**config.mk**
```make
export PLATFORM = sky130hd
export DESIGN_NAME = edge_detect_multi
export DESIGN_NICKNAME = d
export VERILOG_FILES = /design/src/rtl/edge_detect_multi.sv
export SDC_FILE = /design/constraint.sdc
export NUM_CORES = 1
export LEC_CHECK = 0
export CORE_UTILIZATION = 35
export CTS_CLUSTER_SIZE = 16
export DETAILED_ROUTE_END_ITERATION = 10
export GPL_TIMING_DRIVEN = 0
export PLACE_DENSITY = 0.68
export SETUP_SLACK_MARGIN = 0.5
export SYNTH_ARGS = -nofsm -noshare
export SYNTH_HDL_FRONTEND = slang
export SYNTH_SLANG_ARGS = --single-unit
```
**constraint.sdc**
```tcl
create_clock -name clk -period 4.1 [get_ports clk]
set_clock_uncertainty 0.05 [all_clocks]
set_input_delay 0.615 -clock clk [delete_from_list [all_inputs] [get_ports clk]]
set_output_delay 0.615 -clock clk [all_outputs]
set_load 0.005 [all_outputs]
```
**src/rtl/edge_detect_multi.sv**
```systemverilog
// -----------------------------------------------------------------------------
// edge_detect_multi
//
// Multi-channel edge detector with glitch filtering and event capture.
// Each channel synchronises an asynchronous strobe and accepts a new level only
// after it has been stable for FILTER_LEN cycles. It then emits one-cycle
// rise/fall pulses. A per-channel mode selects which edges set a sticky flag
// and advance a wrapping event counter.
//
// Ports:
//   clk      rising-edge system clock
//   reset_n  asynchronous, active-low reset
//   s        [N]         raw asynchronous inputs, one per channel
//   mode     [2N]        channel i at [2i+1:2i]: 00 off, 01 rise, 10 fall, 11 both
//   clr      [N]         synchronous clear of flag and counter per channel
//   level    [N]         filtered, synchronised level
//   pos      [N]         one-cycle pulse on accepted rising edge
//   neg      [N]         one-cycle pulse on accepted falling edge
//   flag     [N]         sticky event flag
//   count    [N*CNT_W]   event counter, channel i at [(i+1)*CNT_W-1 : i*CNT_W]
//   irq      OR of all flags
// -----------------------------------------------------------------------------
module edge_detect_multi #(
    parameter int N           = 4,
    parameter int SYNC_STAGES = 2,
    parameter int FILTER_LEN  = 4,
    parameter int CNT_W       = 8
) (
    input  logic               clk,
    input  logic               reset_n,
    input  logic [N-1:0]       s,
    input  logic [2*N-1:0]     mode,
    input  logic [N-1:0]       clr,
    output logic [N-1:0]       level,
    output logic [N-1:0]       pos,
    output logic [N-1:0]       neg,
    output logic [N-1:0]       flag,
    output logic [N*CNT_W-1:0] count,
    output logic               irq
);

    // Filter counter needs at least one bit even when filtering is disabled.
    localparam int FC_W = (FILTER_LEN > 1) ? $clog2(FILTER_LEN) : 1;
    localparam logic [FC_W-1:0] FC_MAX = FC_W'(FILTER_LEN - 1);

    genvar i;
    generate
        for (i = 0; i < N; i++) begin : g_ch
            logic [SYNC_STAGES-1:0] sync_r;
            logic                   ss_s;
            logic [FC_W-1:0]        fc_r;
            logic                   level_r;
            logic                   level_d_r;
            logic                   flag_r;
            logic [CNT_W-1:0]       count_r;
            logic                   pos_s;
            logic                   neg_s;
            logic                   ev_s;

            // Synchroniser shift chain for the raw input.
            always_ff @(posedge clk or negedge reset_n) begin
                if (!reset_n) begin
                    sync_r <= '0;
                end else begin
                    sync_r <= {sync_r[SYNC_STAGES-2:0], s[i]};
                end
            end

            assign ss_s = sync_r[SYNC_STAGES-1];

            // Stability filter: a differing level must persist FILTER_LEN cycles.
            // Any return to the current level restarts the count.
            always_ff @(posedge clk or negedge reset_n) begin
                if (!reset_n) begin
                    fc_r    <= '0;
                    level_r <= 1'b0;
                end else if (ss_s == level_r) begin
                    fc_r    <= '0;
                end else if (fc_r == FC_MAX) begin
                    level_r <= ss_s;
                    fc_r    <= '0;
                end else begin
                    fc_r    <= fc_r + FC_W'(1);
                end
            end

            // Delayed copy of the accepted level for edge decoding.
            always_ff @(posedge clk or negedge reset_n) begin
                if (!reset_n) begin
                    level_d_r <= 1'b0;
                end else begin
                    level_d_r <= level_r;
                end
            end

            // Pulses are decoded from registers only, so they are glitch-free.
            assign pos_s = level_r & ~level_d_r;
            assign neg_s = ~level_r & level_d_r;
            assign ev_s  = (pos_s & mode[2*i]) | (neg_s & mode[2*i+1]);

            // Sticky flag and wrapping counter; a coincident event beats clear.
            always_ff @(posedge clk or negedge reset_n) begin
                if (!reset_n) begin
                    flag_r  <= 1'b0;
                    count_r <= '0;
                end else begin
                    flag_r <= (flag_r & ~clr[i]) | ev_s;
                    if (clr[i] && ev_s) begin
                        count_r <= CNT_W'(1);
                    end else if (clr[i]) begin
                        count_r <= '0;
                    end else if (ev_s) begin
                        count_r <= count_r + CNT_W'(1);
                    end else begin
                        count_r <= count_r;
                    end
                end
            end

            assign level[i]                   = level_r;
            assign pos[i]                     = pos_s;
            assign neg[i]                     = neg_s;
            assign flag[i]                    = flag_r;
            assign count[i*CNT_W +: CNT_W]    = count_r;
        end
    endgenerate

    assign irq = |flag;

endmodule

```
[Word level (Yosys, flattened, before mapping)]
Cells that the tools add are included.
Cells by class
  bitwise logic cells: 44
  muxes and demuxes: 20
  equal/unequal tests: 8
  reductions and logical operators: 13
  add/sub/neg operators: 8
Operators by type and width (count)
  8-bit two-way mux: 12
  8-bit by 1-bit adder with 8-bit output, second input constant: 4
  1-bit AND: 20
  2-bit two-way mux: 8
  1-bit NOT: 16
  3-bit nonzero test: 4
  2-bit by 1-bit adder with 2-bit output, second input constant: 4
  2-bit == test, second input constant: 4
  1-bit OR: 8
  2-bit AND reduction: 4
  1-bit == test: 4
  1-bit logical AND: 4
  4-bit OR reduction: 1
Word-level totals
  bits of input ports: 18
  flip-flop bits (word level): 60
  word-level logic and storage cells: 117
  output and inout port bits: 49

[Longest topological paths before layout]
Gate-level depths: netlist (run 1).
  word-level depth: 7
  mapped depth: 4
  gate-level depth less buffers: 4

[Least setup slack after synthesis (run 1)]
OpenSTA, ideal clock, no wires.
  path kind: input to register
  start: input mode[0]
  end: register g_ch[0].count_r[6]
  setup slack: 2.633 ns
  arrival time: 1.289 ns
  buffers on the path: 0
  library setup time: 0.128 ns
  stages on the path: 3
  data required time: 3.922 ns
  path through: nand3b_4 a211oi_1 mux2_1
Between the ends
  word-level cells in the longest chain between the ends: 4
  elaborated cells between the ends (all ways): 5
  classes of those cells: 1 x mux; 2 x bitwise; 2 x reduce/logical
Ends and longest elaborated chain
  start, declared: RTL line 32  | input logic [2*N-1:0] mode,
  1-bit AND (*): RTL line 99  | assign ev_s = (pos_s & mode[2*i]) | (neg_s & mode[2*i+1]);
  1-bit OR (*): RTL line 99
  1-bit logical AND: RTL line 108  | if (clr[i] && ev_s) begin
  3-bit nonzero test (no line) or 8-bit two-way mux (tied branches)
  end signal, assigned: RTL line 113  | count_r <= count_r + CNT_W'(1);
  end signal, assigned: RTL line 115  | count_r <= count_r;
  end, declared: RTL line 55  | logic [CNT_W-1:0] count_r;
Every way passes the cells marked *; elsewhere a longest branch is shown, timed or not.
A chain may end at the register's enable or synchronous reset.

[Final worst setup path (run 1)]
  start: register g_ch[3].level_r
  end: output pos[3]
Between the ends
  word-level cells in the longest chain between the ends: 1
Ends and longest elaborated chain
  start, declared: RTL line 52  | logic level_r;
  start signal, assigned: RTL line 80  | level_r <= ss_s;
  1-bit AND: RTL line 97  | assign pos_s = level_r & ~level_d_r;
  end, declared: RTL line 35  | output logic [N-1:0] pos,
No other way between the ends.

==> results.json, run 1 <==
{
  "final_cell_area_mm2": 0.00412,
  "drv_slew": 0,
  "startpoint": "g_ch[3].level_r",
  "final_cells": 477,
  "die_height_um": 96.7,
  "die_area_mm2": 0.00935,
  "worstSetupEndpointType": "primary output",
  "path_clk_slew_ps": 70,
  "n_fill_cell": 832,
  "grt_max_degree": 32,
  "power_density_mw_per_mm2": 512,
  "hold_viol_final": 0,
  "dp_hpwl_um": 4490,
  "period_needed_ps": 2350,
  "die_x_um": 96.7,
  "grt_pass1_wl_um": 10700,
  "outcome": "finished, final reports clean",
  "syn2layout_area_growth_pct": 31.2,
  "wl_met3_um": 326,
  "num_vias": 2357,
  "syn_inst": 286,
  "rsz0062_at_grt": "false",
  "floorplan.initialDensity_pct": 36.0,
  "dp_cells": 461,
  "clockRootBuffer": "clkbuf_8",
  "drive_gt1_share_pct": 18.7,
  "grt_pass1_vias": 2297,
  "synth_nets": 312,
  "max_slew_margin_pct": 51.9,
  "ys_types": 30,
  "max_cap_violations": 0,
  "fp.coreArea_mm2": 0.00872,
  "cp-start-kind": "flop",
  "drt-vias-per-instance": 4.94,
  "gp_congestion": 0.818,
  "postSynthAreaPerCell_um2": 11.0,
  "ys_ff_latch": 60,
  "avgRoutedWirePerCell_um": 13.0,
  "diodes": 0,
  "dr.max_layer_used": "met4",
  "cts_tree": "built",
  "fmax_mhz": 426,
  "yosys_warnings": 0,
  "ys_seq_area_share_pct": 47.8,
  "leakage_nw": 1.83,
  "routed_wl_um": 6200,
  "antenna_left": 0,
  "ctsResizeCount": 0,
  "total_power_mw": 2.11,
  "syn_area_mm2": 0.00314,
  "crit_end": "pos[3]",
  "grt-ovfl-total": 0,
  "met1_length_um": 2810,
  "finalSetupViolations": 0,
  "track_usage_pct": 13.9,
  "cts_max_path_buffers": 2,
  "hold_path_class": "primary input to asynchronous set/reset pin",
  "drt_iter0_markers": 37,
  "rr_startpoint": "g_ch[3].level_r",
  "wl_met2_um": 3000,
  "cts-htree-levels": 3,
  "clk_latency_ps": 320,
  "io_buffers": 66,
  "ctsHoldBuffers": 0,
  "antenna_found_initial": 0,
  "period_share_pct": 57.3,
  "cp_data_required_time_ps": 3430,
  "reg2reg_slack_ps": 2500,
  "post-cts-setup-buffers": 0,
  "fin_ws_ps": 1750,
  "nets": 390,
  "ios": 67,
  "crit_fanout": 10,
  "cts_buffers": 9,
  "worstSetupPathType": "flop to primary output",
  "worst_slew_pin_slew_ps": 722,
  "ir_drop_mv": 0.282,
  "dp_worst_setup_slack_ps": 1910,
  "multi_input_area_mm2": 0.00147,
  "dr.pass1.iters": 4,
  "crit_arrival_ps": 1680,
  "rows": 34,
  "rr_worst_depth": 3,
  "fin_tns_setup_ps": 0,
  "dpl_cell_area_mm2": 0.00395,
  "area.sequential_mm2": 0.00150,
  "clock_sinks": 60,
  "drc": 0,
  "r2r_end": "g_ch[3].count_r[7]"
}
-- worst min path at each step --
stage,start,endpoint,slack (ps)
finish,reset_n,g_ch[1].count_r[4],290
global route,g_ch[2].sync_r[0],g_ch[2].sync_r[1],310
CTS,reset_n,g_ch[1].count_r[4],300
detailed placement,g_ch[0].sync_r[0],g_ch[0].sync_r[1],290
global placement,g_ch[0].sync_r[0],g_ch[0].sync_r[1],280
floorplan,reset_n,g_ch[0].count_r[0],270
-- stage by stage --
step           hold slack (ps)  util, %
2_1_floorplan              269        -
3_3_place_gp               281     45.1
3_5_place_dp               286     45.3
4_1_cts                    302     47.2
5_1_grt                    309     47.2
6_report                   290     47.2
-- routing by layer --
metal	vias to the layer above	GRT usage, %
met5	-	0
met4	0	5.51
met3	6	3.76
met2	60	22.7
met1	1147	17.4
li1	1144	-
-- logic make-up (layout without fill, tap and decap cells) --
family                   after synthesis  count (layout)  synth area share, %
buffers and inverters                 28             111                 5.30
adder cells (fa/ha/maj)                8               8                 3.19
flip-flops                            60              60                 47.8
AO/OA/AOI/OAI                         37              37                 7.33
multiplexers                          27              27                 9.80
XOR/XNOR                               8               8                 2.23
AND/OR/NAND/NOR                      118             118                 24.3
-- layout make-up --
class / count / area share [%]
plain buffers: 21 / 3.40
clock buffers: 11 / 3.43
clock inverters: 5 / 0.668
inverters: 7 / 0.638
multi-input cells: 198 / 35.7
flip-flops and latches: 60 / 36.5
well taps: 108 / 3.28
repair buffers: 67 / 16.4
-- layout by cell type, fill, tap and decap left out, types with 2 or more instances in the layout --
cell type,instances
clkbuf_1,5
a211oi_2,2
and3b_1,6
mux2_2,21
nand4b_1,2
nand2_1,4
nor2_1,28
ha_1,8
clkinv_2,4
and2b_1,2
o21ai_0,8
xnor2_1,8
a211oi_1,8
nor3_1,4
nor2b_1,36
nand3_1,19
buf_2,2
and3b_2,2
nand4_1,6
mux2_1,5
buf_4,16
clkdlybuf4s50_1,65
nand3b_4,7
dfrtp_1,60
clkbuf_8,10
inv_1,7
a21oi_1,16
-- sequential cells by signal (all words and copies together) (netlist names) --
name / flops
g_ch.count_r: 32
g_ch.fc_r: 8
g_ch.sync_r: 8
g_ch.flag_r: 4
g_ch.level_d_r: 4
g_ch.level_r: 4
-- critical path: stages, from the launching register on --
cell             delay (ps)
dfrtp_1                 570
nor2b_1                 190
buf_4                   110
clkdlybuf4s50_1         500
-- synthesized netlist by cell type --
master / count / area (um2)
nand3b_4: 7 / 140
buf_4: 16 / 120
buf_2: 1 / 5.00
ha_1: 8 / 100
nor2_1: 28 / 105
and2b_1: 2 / 15.0
o211ai_2: 1 / 12.5
a21o_1: 1 / 7.51
mux2_1: 5 / 56.3
nand4b_1: 2 / 17.5
nand4_1: 6 / 37.5
nor3_1: 4 / 20.0
nor2b_1: 36 / 225
o21ai_0: 8 / 40.0
mux2_4: 1 / 15.0
mux2_2: 21 / 236
nand3b_2: 1 / 11.3
clkbuf_1: 4 / 15.0
nand2_1: 4 / 15.0
dfrtp_1: 60 / 1500
a21oi_1: 16 / 80.1
and4_1: 1 / 8.76
o21ai_1: 1 / 5.00
a211oi_2: 2 / 25.0
and3b_2: 2 / 20.0
xnor2_1: 8 / 70.1
a211oi_1: 8 / 60.1
inv_1: 7 / 26.3
nand3_1: 19 / 95.1
and3b_1: 6 / 52.6
-- report_power, final --
group	switching, mW	internal, mW
Sequential	0.165	0.716
Combinational	0.268	0.501
Clock	0.228	0.232
(Power assumes the default switching activity.)
==> run 2, diff against run 1 <==
==> constraint.sdc (replaced) <==
create_clock -name clk -period 2.3 [get_ports clk]
set_clock_uncertainty 0.05 [all_clocks]
set_input_delay 0.345 -clock clk [delete_from_list [all_inputs] [get_ports clk]]
set_output_delay 0.345 -clock clk [all_outputs]
set_load 0.005 [all_outputs]
==> results.json, run 2 (synthesis results as in run 1) <==
{
  "die_area_mm2": 0.00935,
  "layout_common_cells": "clkdlybuf4s50_1 (54), dfrtp_1 (53), nor2b_1 (35)",
  "final_common_cell": "clkdlybuf4s50_1",
  "avgRoutedWirePerCell_um": 13.0,
  "fp.coreArea_mm2": 0.00872,
  "max_slew_margin_pct": 51.8,
  "grt_pass1_wl_um": 11000,
  "crit_fanout": 5,
  "cp-start-kind": "flop",
  "dp_cells": 461,
  "ctsHoldBuffers": 0,
  "floorplan.initialDensity_pct": 36.0,
  "wl_met3_um": 320,
  "drt-vias-per-instance": 4.94,
  "cts-htree-levels": 3,
  "path_clk_slew_ps": 70,
  "worst_slew_pin_slew_ps": 724,
  "num_vias": 2435,
  "worstSetupPathType": "flop to primary output",
  "wl_met2_um": 3170,
  "clk_latency_ps": 320,
  "track_usage_pct": 14.4,
  "drv_slew": 0,
  "cts_buffers": 9,
  "leakage_nw": 1.94,
  "worstSetupEndpointType": "primary output",
  "grt_max_degree": 32,
  "power_density_mw_per_mm2": 930,
  "drive_gt1_share_pct": 24.4,
  "clockRootBuffer": "clkbuf_8",
  "drt_iter0_markers": 54,
  "dp_hpwl_um": 4490,
  "nets": 406,
  "crit_arrival_ps": 1400,
  "gp_congestion": 0.818,
  "cp_data_required_time_ps": 1900,
  "die_height_um": 96.7,
  "max_cap_violations": 0,
  "outcome": "finished, final reports clean",
  "cts_max_path_buffers": 2,
  "cts_tree": "built",
  "grt-ovfl-total": 0,
  "drc": 0,
  "diodes": 0,
  "worstPathCellList": "buf_4, and2b_1, buf_4, dlygate4sd2_1",
  "cpMostUsedCell": "buf_4",
  "ios": 67,
  "final_core_util_pct": 48.8,
  "syn2layout_area_growth_pct": 35.7,
  "met1_length_um": 2880,
  "final_cells": 493,
  "routed_wl_um": 6430,
  "hold_viol_final": 0,
  "period_share_pct": 78.0,
  "max_stage_delay_ps": 400,
  "dr.max_layer_used": "met4",
  "period_needed_ps": 1790,
  "io_buffers": 66,
  "total_power_mw": 3.96,
  "fmax_mhz": 558,
  "rsz0062_at_grt": "true",
  "largestRegisters": "g_ch.count_r x32, g_ch.fc_r x8, g_ch.sync_r x8",
  "antenna_left": 0,
  "antenna_found_initial": 0,
  "clock_sinks": 60,
  "finalSetupViolations": 0,
  "ir_drop_mv": 0.468,
  "rows": 34,
  "hold_path_class": "primary input to asynchronous set/reset pin",
  "die_x_um": 96.7,
  "grt_pass1_vias": 2387,
  "dr.pass1.iters": 4,
  "crit_slowest_cell": "dfrtp_2",
  "top_register": "g_ch.count_r",
  "dpl_cell_area_mm2": 0.00395,
  "largest_reg_flops": 32,
  "final_cell_area_mm2": 0.00426
}
==> run 2: cell types whose count changed in the layout (fill, tap and decap cells not counted), moves of 2 or more <==
cell	delta
buf_4	+15
clkdlybuf4s50_1	-11
dfrtp_1	-7
dfrtp_2	+7
dlygate4sd2_1	+7
clkdlybuf4s15_1	+3
buf_6	+2
==> run 2: area by class of cell <==
type,instances,area [um2]
buffer,21,146
sequential,60,1510
inverter,7,26.3
tap,108,135
fill,832,4460
clock buffer,11,141
clock inverter,5,27.5
timing repair buffer,83,793
multi-input combinational,198,1480
==> run 2: power breakdown <==
group          internal, mW  switching, mW
combinational          1.03          0.610
sequential             1.29          0.215
clock                 0.413          0.407
==> run 2: path summary, 6_finish.rpt <==
path                                         from            endpoint  slack (ps)  cells past startpoint
worst max-delay path            g_ch[3].level_d_r              neg[3]         510                      4
worst min-delay path                      reset_n  g_ch[1].count_r[4]          20                      1
worst max register to register    g_ch[3].level_r  g_ch[3].count_r[7]         560                      5
worst min register to register  g_ch[0].sync_r[0]   g_ch[0].sync_r[1]         300                      0
max in group asynchronous                 reset_n     g_ch[3].level_r        1550                      2
min in group clk                g_ch[0].sync_r[0]   g_ch[0].sync_r[1]         300                      0
==> run 2: through the flow <==
stage	worst slack [ps]	hold slack, ps	setup TNS, ps
after CTS	339	34.1	0
after global placement	-1200	281	-71810
after floorplan	866	-0.591	0
final	507	19.7	0
after global routing	453	63.7	0
after detailed placement	376	286	0
==> run 2: repair_timing <==
action	CTS	global route
buffers inserted	14	2
setup endpoints to repair	12	6
pin swaps	0	0
resized for setup	19	7
endpoints found under the hold margin	0	0
==> run 2: routing by layer <==
layer	vias up	global-route usage (%)
li1	1177	-
met1	1184	17.9
met2	68	23.9
met3	6	3.76
met4	0	5.51
met5	-	0
==> run 2: worst max-delay path, delay by kind of cell (launching register included) <==
kind          cells  cell delay [ps]
buf+inv           3              520
simple gates      1              150
flops             1              400
==> run 3, diff against run 2 <==
==> constraint.sdc (replaced) <==
create_clock -name clk -period 1.8 [get_ports clk]
set_clock_uncertainty 0.05 [all_clocks]
set_input_delay 0.27 -clock clk [delete_from_list [all_inputs] [get_ports clk]]
set_output_delay 0.27 -clock clk [all_outputs]
set_load 0.005 [all_outputs]
==> results.json, run 3 (synthesis results as in run 1) <==
{
  "outcome": "finished, violations left",
  "violations": "design-rule violations",
  "fp.coreArea_mm2": 0.00872,
  "drv_slew": 0,
  "cp_data_required_time_ps": 1970,
  "layout_common_cells": "buf_6 (56), buf_4 (52), dfrtp_1 (43)",
  "track_usage_pct": 17.0,
  "rows": 34,
  "finalSetupViolations": 0,
  "grt_max_degree": 41,
  "routed_wl_um": 7790,
  "hold_viol_final": 0,
  "grt_pass1_vias": 2709,
  "io_buffers": 66,
  "dpl_cell_area_mm2": 0.00405,
  "rsz0062_at_grt": "true",
  "num_vias": 2691,
  "power_density_mw_per_mm2": 1310,
  "largestRegisters": "g_ch.count_r x32, g_ch.fc_r x8, g_ch.sync_r x8",
  "worstSetupEndpointType": "flop",
  "cts_max_path_buffers": 2,
  "die_x_um": 96.7,
  "final_cell_area_mm2": 0.00518,
  "period_needed_ps": 1640,
  "grt-ovfl-total": 0,
  "grt_pass1_wl_um": 12700,
  "dr.pass1.iters": 7,
  "cts-htree-levels": 3,
  "dp_hpwl_um": 4530,
  "diodes": 0,
  "drt_iter0_markers": 65,
  "antenna_left": 0,
  "clk_latency_ps": 340,
  "antenna_found_initial": 0,
  "die_area_mm2": 0.00935,
  "fmax_mhz": 610,
  "cp-start-kind": "flop",
  "worst_slew_pin_slew_ps": 525,
  "floorplan.initialDensity_pct": 36.0,
  "avgRoutedWirePerCell_um": 14.1,
  "nets": 465,
  "dp_cells": 461,
  "drt-vias-per-instance": 4.88,
  "clockRootBuffer": "clkbuf_8",
  "syn2layout_area_growth_pct": 65.2,
  "hold_path_class": "flop to flop",
  "worstSetupPathType": "flop to flop",
  "gp_congestion": 0.823,
  "worst_hold_slack_ps": 300,
  "die_height_um": 96.7,
  "final_common_cell": "buf_6",
  "cts_buffers": 9,
  "drive_gt1_share_pct": 53.8,
  "max_slew_margin_pct": 65.0,
  "drc": 1,
  "ir_drop_mv": 0.539,
  "clock_sinks": 60,
  "leakage_nw": 2.43,
  "top_register": "g_ch.count_r",
  "max_cap_violations": 0,
  "cts_tree": "built",
  "crit_fanout": 7,
  "crit_arrival_ps": 1810,
  "final_cells": 552,
  "largest_reg_flops": 32,
  "ios": 67,
  "period_share_pct": 91.1,
  "fin_tns_setup_ps": 0,
  "path_clk_slew_ps": 70
}
[run 3: stage by stage]
| stage | power, mW | utilization [%] | worst slack [ps] |
|---|---|---|---|
| after floorplan | 3.06 | - | 383 |
| after global placement | 3.83 | 46.3 | -1780 |
| after detailed placement | 3.89 | 46.4 | -47.2 |
| after CTS | 6.30 | 56.8 | 165 |
| after global routing | 7.18 | 59.5 | 113 |
| final | 6.82 | 59.5 | 160 |
[run 3: worst paths after layout]
path	from	end	slack, ps	cells after the start
worst min register to register	g_ch[3].sync_r[0]	g_ch[3].sync_r[1]	300	0
worst max register to register	g_ch[0].level_d_r	g_ch[0].count_r[6]	160	5
max in group asynchronous	reset_n	g_ch[1].count_r[0]	690	3
worst max-delay path	g_ch[0].level_d_r	g_ch[0].count_r[6]	160	5
min in group asynchronous	reset_n	g_ch[1].count_r[5]	390	2
worst min-delay path	g_ch[3].sync_r[0]	g_ch[3].sync_r[1]	300	0
[run 3: power by group]
| group | total, mW | internal [mW] | switching, mW | leakage [nW] |
|---|---|---|---|---|
| logic | 3.35 | 2.12 | 1.23 | 1.54 |
| registers | 1.87 | 1.66 | 0.214 | 0.759 |
| clock network | 1.60 | 1.07 | 0.527 | 0.136 |
| total | 6.82 | 4.84 | 1.97 | 2.43 |
[run 3: timing repair]
item / CTS / global route
endpoints found under the hold margin: 20 / 0
buffers inserted: 66 / 8
pin swaps: 17 / 21
gates resized for setup: 199 / 75
hold buffers: 1 / 0
endpoints found under the setup margin: 76 / 74
[run 3: layout make-up]
class / count / area, um2
fillers: 713 / 3540
multi-input cells: 198 / 1740
flip-flops and latches: 60 / 1520
repair buffers: 142 / 1300
plain buffers: 21 / 196
clock buffers: 13 / 179
well taps: 108 / 135
clock inverters: 3 / 90.1
inverters: 7 / 26.3
[run 3: worst max-delay path: stages, from the launching register on]
cell and delay [ps]:
dfrtp_2 410, buf_6 120, buf_6 110, nand3b_4 210, a211oi_2 290, mux2_4 320
[run 3: per-layer routing]
layer	vias up	track usage (%)	share of wire (%)
li1	1294	-	-
met1	1345	21.3	44
met2	46	28.3	52
met3	6	4.62	3.2
met4	0	5.51	1.1
met5	-	0	0
